==> config.mk <==
export PLATFORM = sky130hd
export DESIGN_NAME = spi_host_master_flat
export DESIGN_NICKNAME = d
export VERILOG_FILES = /design/src/rtl/spi_pkg.sv /design/src/rtl/spi_host_master_if.sv /design/src/rtl/spi_half_tick.sv /design/src/rtl/spi_host_master.sv /design/src/flat_wrapper.sv
export SDC_FILE = /design/constraint.sdc
export NUM_CORES = 1
export LEC_CHECK = 0
export CORE_MARGIN = 3
export CORE_UTILIZATION = 58
export CTS_BUF_LIST = sky130_fd_sc_hd__clkbuf_16
export DETAILED_ROUTE_END_ITERATION = 16
export GPL_ROUTABILITY_DRIVEN = 0
export PLACE_DENSITY = 0.84
export SLEW_MARGIN = 5
export SYNTH_ARGS = -nofsm -noshare
export SYNTH_HDL_FRONTEND = slang
export SYNTH_HIERARCHICAL = 1
export SYNTH_SLANG_ARGS = --single-unit
==> constraint.sdc <==
create_clock -name clk -period 2.4 [get_ports clk]
set_clock_uncertainty 0.05 [all_clocks]
set_input_delay 0.48 -clock clk [delete_from_list [all_inputs] [get_ports clk]]
set_output_delay 0.48 -clock clk [all_outputs]
set_load 0.01 [all_outputs]
==> src/rtl/spi_pkg.sv <==
// Shared SPI definitions used by both the host-side master and the slave side.
// Contents:
//   spi_state_t      - master sequencing states
//   SPI_CPOL/SPI_CPHA - bus mode constants (mode 0: sclk idles low, data
//                       sampled on the rising edge, shifted on the falling edge)
package spi_pkg;

    typedef enum logic [2:0] {
        ST_IDLE,   // ss high, waiting for start
        ST_SEL,    // ss held low between kept words, waiting for start
        ST_SETUP,  // first half-period: MSB on mosi before the first rise
        ST_HIGH,   // sclk high half-period
        ST_LOW,    // sclk low half-period between bits
        ST_HOLD,   // ss hold time after the last fall
        ST_GAP     // ss high recovery time before returning to IDLE
    } spi_state_t;

    localparam bit SPI_CPOL = 1'b0;
    localparam bit SPI_CPHA = 1'b0;

endpackage

==> src/rtl/spi_host_master_if.sv <==
// Local start/busy/done handshake of the SPI host master.
// Signals:
//   start   - request one word transfer
//   keep    - keep ss asserted after this word (sampled with start)
//   tx_data - word to send (captured when start is accepted)
//   rx_data - last received word, held until the next done
//   busy    - transfer sequence in progress
//   done    - one-cycle pulse when the last bit has completed
// Modports:
//   master - the requester driving start/keep/tx_data
//   slave  - the SPI host master block answering the requests
interface spi_host_master_if #(
    parameter int WIDTH = 8
) ();
    logic             start;
    logic             keep;
    logic [WIDTH-1:0] tx_data;
    logic [WIDTH-1:0] rx_data;
    logic             busy;
    logic             done;

    modport master (
        output start, keep, tx_data,
        input  rx_data, busy, done
    );

    modport slave (
        input  start, keep, tx_data,
        output rx_data, busy, done
    );
endinterface

==> src/rtl/spi_half_tick.sv <==
// Half-period down-counter for the SPI master.
// Ports:
//   clk    - system clock
//   rstn   - synchronous active-low reset
//   reload - load DIV-1 (asserted on the edge that enters a new state)
//   tick   - high while the count is 0, i.e. the last cycle of a phase
// After a reload the counter shows DIV-1 in the first cycle of the new
// state, so tick appears exactly DIV cycles later. Without a reload it
// parks at 0 and tick stays high.
module spi_half_tick #(
    parameter int DIV = 4
) (
    input  logic clk,
    input  logic rstn,
    input  logic reload,
    output logic tick
);
    localparam int CW = (DIV > 1) ? $clog2(DIV) : 1;

    logic [CW-1:0] cnt_reg;

    always_ff @(posedge clk) begin
        if (!rstn) begin
            cnt_reg <= '0;
        end else if (reload) begin
            cnt_reg <= CW'(DIV - 1);
        end else if (cnt_reg != '0) begin
            cnt_reg <= cnt_reg - 1'b1;
        end
    end

    assign tick = (cnt_reg == '0);
endmodule

==> src/rtl/spi_host_master.sv <==
// SPI host master, mode 0, MSB first, one word per start, optional
// back-to-back words under a single chip select.
// Parameters:
//   WIDTH - bits per word (2..32)
//   DIV   - system clocks per sclk half-period (>= 2)
// Ports:
//   clk, rstn            - system clock, synchronous active-low reset
//   ctrl (slave modport) - start/keep/tx_data in, rx_data/busy/done out
//   sclk, ss, mosi       - SPI outputs (sclk idles low, ss idles high)
//   miso                 - SPI input; no synchroniser since the slave only
//                          changes it on sclk falls generated here
module spi_host_master
    import spi_pkg::*;
#(
    parameter int WIDTH = 8,
    parameter int DIV   = 4
) (
    input  logic             clk,
    input  logic             rstn,
    spi_host_master_if.slave ctrl,
    output logic             sclk,
    output logic             ss,
    output logic             mosi,
    input  logic             miso
);
    // Must hold WIDTH itself without wrapping when WIDTH is a power of two.
    localparam int BW = $clog2(WIDTH + 1);

    if (DIV < 2) begin : g_bad_div
        $error("spi_host_master: DIV must be >= 2");
    end
    if (WIDTH < 2 || WIDTH > 32) begin : g_bad_width
        $error("spi_host_master: WIDTH must be in 2..32");
    end
    if (SPI_CPHA != 1'b0) begin : g_bad_mode
        $error("spi_host_master: only CPHA=0 is implemented");
    end

    spi_state_t       state_reg;
    logic [WIDTH-1:0] tx_shift_reg;
    logic [WIDTH-1:0] rx_shift_reg;
    logic [BW-1:0]    bit_cnt_reg;
    logic             keep_reg;
    logic             reload;
    logic             tick;

    spi_half_tick #(.DIV(DIV)) u_half_tick (
        .clk    (clk),
        .rstn   (rstn),
        .reload (reload),
        .tick   (tick)
    );

    // The counter must reload on exactly the edges where the state changes.
    always_comb begin
        reload = 1'b0;
        case (state_reg)
            ST_IDLE: reload = ctrl.start;
            ST_SEL:  reload = ctrl.start | ~ctrl.keep;
            default: reload = tick;
        endcase
    end

    // mosi is the top of the transmit shifter: loaded on accept, shifted
    // only on sclk falls, so it never moves during the high phase.
    assign mosi = tx_shift_reg[WIDTH-1];

    always_ff @(posedge clk) begin
        if (!rstn) begin
            state_reg    <= ST_IDLE;
            tx_shift_reg <= '0;
            rx_shift_reg <= '0;
            bit_cnt_reg  <= '0;
            keep_reg     <= 1'b0;
            sclk         <= SPI_CPOL;
            ss           <= 1'b1;
            ctrl.busy    <= 1'b0;
            ctrl.done    <= 1'b0;
            ctrl.rx_data <= '0;
        end else begin
            ctrl.done <= 1'b0;
            case (state_reg)
                ST_IDLE, ST_SEL: begin
                    if (ctrl.start) begin
                        tx_shift_reg <= ctrl.tx_data;
                        keep_reg     <= ctrl.keep;
                        bit_cnt_reg  <= '0;
                        ss           <= 1'b0;
                        ctrl.busy    <= 1'b1;
                        state_reg    <= ST_SETUP;
                    end else if (state_reg == ST_SEL && !ctrl.keep) begin
                        // Release without a word; busy stays low throughout.
                        ss        <= 1'b1;
                        state_reg <= ST_GAP;
                    end
                end
                ST_SETUP, ST_LOW: begin
                    if (tick) begin
                        sclk         <= ~SPI_CPOL;
                        rx_shift_reg <= {rx_shift_reg[WIDTH-2:0], miso};
                        bit_cnt_reg  <= bit_cnt_reg + 1'b1;
                        state_reg    <= ST_HIGH;
                    end
                end
                ST_HIGH: begin
                    if (tick) begin
                        sclk <= SPI_CPOL;
                        if (bit_cnt_reg == BW'(WIDTH)) begin
                            ctrl.done    <= 1'b1;
                            ctrl.rx_data <= rx_shift_reg;
                            state_reg    <= ST_HOLD;
                        end else begin
                            tx_shift_reg <= {tx_shift_reg[WIDTH-2:0], 1'b0};
                            state_reg    <= ST_LOW;
                        end
                    end
                end
                ST_HOLD: begin
                    if (tick) begin
                        if (keep_reg) begin
                            ctrl.busy <= 1'b0;
                            state_reg <= ST_SEL;
                        end else begin
                            ss        <= 1'b1;
                            state_reg <= ST_GAP;
                        end
                    end
                end
                ST_GAP: begin
                    if (tick) begin
                        ctrl.busy <= 1'b0;
                        state_reg <= ST_IDLE;
                    end
                end
                default: state_reg <= ST_IDLE;
            endcase
        end
    end
endmodule

==> src/flat_wrapper.sv <==
// flat-port wrapper written by rule: the top's interface ports become plain ports
module spi_host_master_flat import spi_pkg::*;
#(
    parameter int WIDTH = 8,
    parameter int DIV   = 4
)
  (clk, rstn, sclk, ss, mosi, miso, ctrl_start, ctrl_keep, ctrl_tx_data, ctrl_rx_data, ctrl_busy, ctrl_done);
  spi_host_master_if #(.WIDTH(WIDTH)) ctrl_i ();
  input  logic clk;
  input  logic rstn;
  output logic sclk;
  output logic ss;
  output logic mosi;
  input  logic miso;
  input wire logic [$bits(ctrl_i.start)-1:0] ctrl_start;
  input wire logic [$bits(ctrl_i.keep)-1:0] ctrl_keep;
  input wire logic [$bits(ctrl_i.tx_data)-1:0] ctrl_tx_data;
  output wire logic [$bits(ctrl_i.rx_data)-1:0] ctrl_rx_data;
  output wire logic [$bits(ctrl_i.busy)-1:0] ctrl_busy;
  output wire logic [$bits(ctrl_i.done)-1:0] ctrl_done;
  assign ctrl_i.start = ctrl_start;
  assign ctrl_i.keep = ctrl_keep;
  assign ctrl_i.tx_data = ctrl_tx_data;
  assign ctrl_rx_data = ctrl_i.rx_data;
  assign ctrl_busy = ctrl_i.busy;
  assign ctrl_done = ctrl_i.done;
  spi_host_master #(.WIDTH(WIDTH), .DIV(DIV)) u_core (.clk(clk), .rstn(rstn), .ctrl(ctrl_i), .sclk(sclk), .ss(ss), .mosi(mosi), .miso(miso));
endmodule
==> flow_summary.toml, run 1 <==
[worst_setup_path]
endpoint_kind = "flip-flop"
path_depth = 5
crit_family = "simple AND/OR/NAND/NOR gates"
crit_chain = "inv_1 -> ha_1 -> and4b_1 -> a211oi_1 -> a211oi_1"
cp.required_ns = 2.54
crit_path_end = "u_core/tx_shift_reg[5]"
critPathKind = "flip-flop to flip-flop"
r2r_start = "u_core/u_half_tick/cnt_reg[0]"
r2r_end = "u_core/tx_shift_reg[5]"
cp_data_arrival_time_ns = 2.25
reg2reg_slack_ns = 0.29
slowest_delay_ns = 0.67
crit_path_max_fanout = 16
critPathBufInv = 1
cp-start-kind = "flip-flop"
crit_start = "u_core/u_half_tick/cnt_reg[0]"
ff2ff_path_depth = 5
cp_common_cell = "a211oi_1"
slowest_stage = "and4b_1"

[die]
start_util_pct = 61.7
chipWidth_um = 63.2
ios = 26
rows = 20
core_mm2 = 0.00308
die-area_mm2 = 0.00399
die_y_um = 63.2

[routing]
route.vias.total = 1752
first_pass_iters = 5
drtIter0Drc = 192
ant_nets = 0
via_per_inst = 6.46
wl_per_cell_um = 17.2
route.detailed.drc = 0
wl_um = 4660

[timing]
slew_viol_final = 0
fmax_mhz = 474
fin_setup_tns_ns = 0
setup_viol = 0
hold_viol = 0
rsz0062_at_grt = "false"
tightest_slew_ns = 0.710
fin_crit_sh_pct = 88.0
relSlewSlack_pct = 52.6
fin_crit_ns = 2.11

[cells_and_area]
fin_nets = 242
final_util_pct = 75.2
final_cells = 271
n_antenna_cell = 0
multi_input_area_um2 = 963
layout-drive-gt1-share_pct = 9.69
finalInstanceArea_mm2 = 0.00231
syn_to_final_growth_pct = 21.9
fill_cells = 218
seqCellArea_um2 = 761

[logic_synthesis]
seq_area_frac_synth_pct = 40.1
synth_nets = 226
synth_top_area_share_pct = 40.1
mappedNetlistArea_mm2 = 0.00190
ys_ff_latch = 38
synth_edf_count = 0
async_reset_ff_share_pct = 0
synthTopCellsByCount = "38 x dfxtp_1, 23 x a21oi_1, 15 x a211oi_1"
yosysMostFrequentCell = "dfxtp_1"
yosysTopAreaCell = "dfxtp_1"
synthCells = 210
syn_area_per_cell_um2 = 9.04
netlist_top_cells_area = "dfxtp_1 40%, a21oi_1 6.1%, a211oi_1 5.9%, mux2i_1 5.3%, o31ai_1 4.0%"
synthFlopType = "dfxtp_1"
synth_cell_type_count = 43
ys_warn_count = 6

[clocking]
post_cts_resized = 0
holdBufCountCts = 0
cts_tree = "built"
cts_setup_buffers = 0
clk_pin_slew_worst_paths_ns = 0.06
cts_made_buffers = 5
cts-htree-levels = 2
insertion_delay_ns = 0.28
root_buffer = "clkbuf_16"
clk_path_buf_depth = 2
cts.sinks = 38

[min_path]
hp-class = "flip-flop to flip-flop"

[place]
place_area_mm2 = 0.00212
io_buffers = 25
dp_hpwl_um = 2990
placed_cells = 263

[global_routing]
grt_start_max_net_pins = 27
overflow = 0
grt_pass1_wl_um = 8160
grt_usage_pct = 25.4
grt_antenna_before_repair = 0
grt_pass1_vias = 1696

[job]
maxCapViolations = 0

[power_and_ir_drop]
p_per_area_mw_per_mm2 = 1190
ir_worst_vdd_mv = 0.812
p_leak_uw = 0.000854

[run_status]
outcome = "finished clean"
stage by stage:
stage	worst slack (ns)	power (µW)	hold WS (ns)
2_1_floorplan	0.778	1660	0.394
5_1_grt	0.0793	2910	0.467
3_5_place_dp	0.377	1870	0.417
4_1_cts	0.333	2740	0.427
6_report	0.289	2760	0.431
3_3_place_gp	0.485	1820	0.414
worst min path at each step:
| stage | from | end | slack [ns] | cells past startpoint |
|---|---|---|---|---|
| final | u_core/ctrl.rx_data[6] | u_core/ctrl.rx_data[6] | 0.43 | 2 |
| after floorplan | u_core/rx_shift_reg[7] | u_core/ctrl.rx_data[7] | 0.39 | 2 |
| after global routing | u_core/ctrl.rx_data[3] | u_core/ctrl.rx_data[3] | 0.47 | 2 |
| after CTS | u_core/ctrl.rx_data[6] | u_core/ctrl.rx_data[6] | 0.43 | 2 |
| after detailed placement | u_core/rx_shift_reg[7] | u_core/rx_shift_reg[7] | 0.42 | 2 |
| after global placement | u_core/rx_shift_reg[7] | u_core/rx_shift_reg[7] | 0.41 | 2 |
report_power, final:
part / leakage, µW / internal, µW / switching (µW)
sequential: 0.000310 / 749 / 173
clock: 0.0000940 / 597 / 254
combinational: 0.000450 / 413 / 574
cells by family after synthesis:
| logic type | count (synthesis) | synth area share [%] |
|---|---|---|
| multiplexers | 10 | 5.27 |
| AO/OA/AOI/OAI | 72 | 24.3 |
| adder cells (fa/ha/maj) | 4 | 2.57 |
| buffers and inverters | 32 | 9.16 |
| flip-flops | 38 | 40.1 |
| XOR/XNOR | 3 | 1.38 |
| AND/OR/NAND/NOR | 51 | 17.2 |
layer usage:
metal  global-route usage [%]  share of wire (%)  vias to the layer above
met5                        0                  0                        -
met4                     7.82               0.94                        0
met3                     8.20                7.8                        6
met2                     41.1                 49                       91
met1                     32.0                 43                      833
li1                         -                  -                      822
tightest hold or removal path: stages (launching register included):
cell and delay [ns]:
dfxtp_1 0.30, o21ai_0 0.06, a21oi_1 0.07
cells in the final DEF (no fill, tap or decap), types with 3 or more instances in the layout:
cell type        Yosys  final
dfxtp_1             38     38
clkdlybuf4s50_1      0     25
a21oi_1             23     23
a211oi_1            15     15
o21ai_0             12     12
nand3_1             11     11
mux2i_1             10     10
nand4_1             10     10
o31ai_1             10     10
inv_1                8      8
buf_4                2      8
nand2_1              6      6
clkbuf_16            0      5
nor3_1               3      3
nand3b_1             3      3
or3_1                3      3
o21a_1               3      3
ha_1                 3      3
final cells by class:
type / count / area share [%]
clock buffer: 5 / 5.41
clock inverter: 3 / 2.97
inverter: 8 / 1.30
sequential: 38 / 32.9
timing repair buffer: 33 / 13.4
multi-input combinational: 140 / 41.6
tap: 44 / 2.38
No activity file was read; power rests on OpenSTA's default activity.
==> run 2: changes to the inputs <==
--- a/config.mk
+++ b/config.mk
@@ -9,7 +9,6 @@
 export CORE_UTILIZATION = 58
 export CTS_BUF_LIST = sky130_fd_sc_hd__clkbuf_16
 export DETAILED_ROUTE_END_ITERATION = 16
-export GPL_ROUTABILITY_DRIVEN = 0
 export PLACE_DENSITY = 0.84
 export SLEW_MARGIN = 5
 export SYNTH_ARGS = -nofsm -noshare
==> results of run 2 <==
The final DEF is identical to that of run 1; final timing and power are the same.
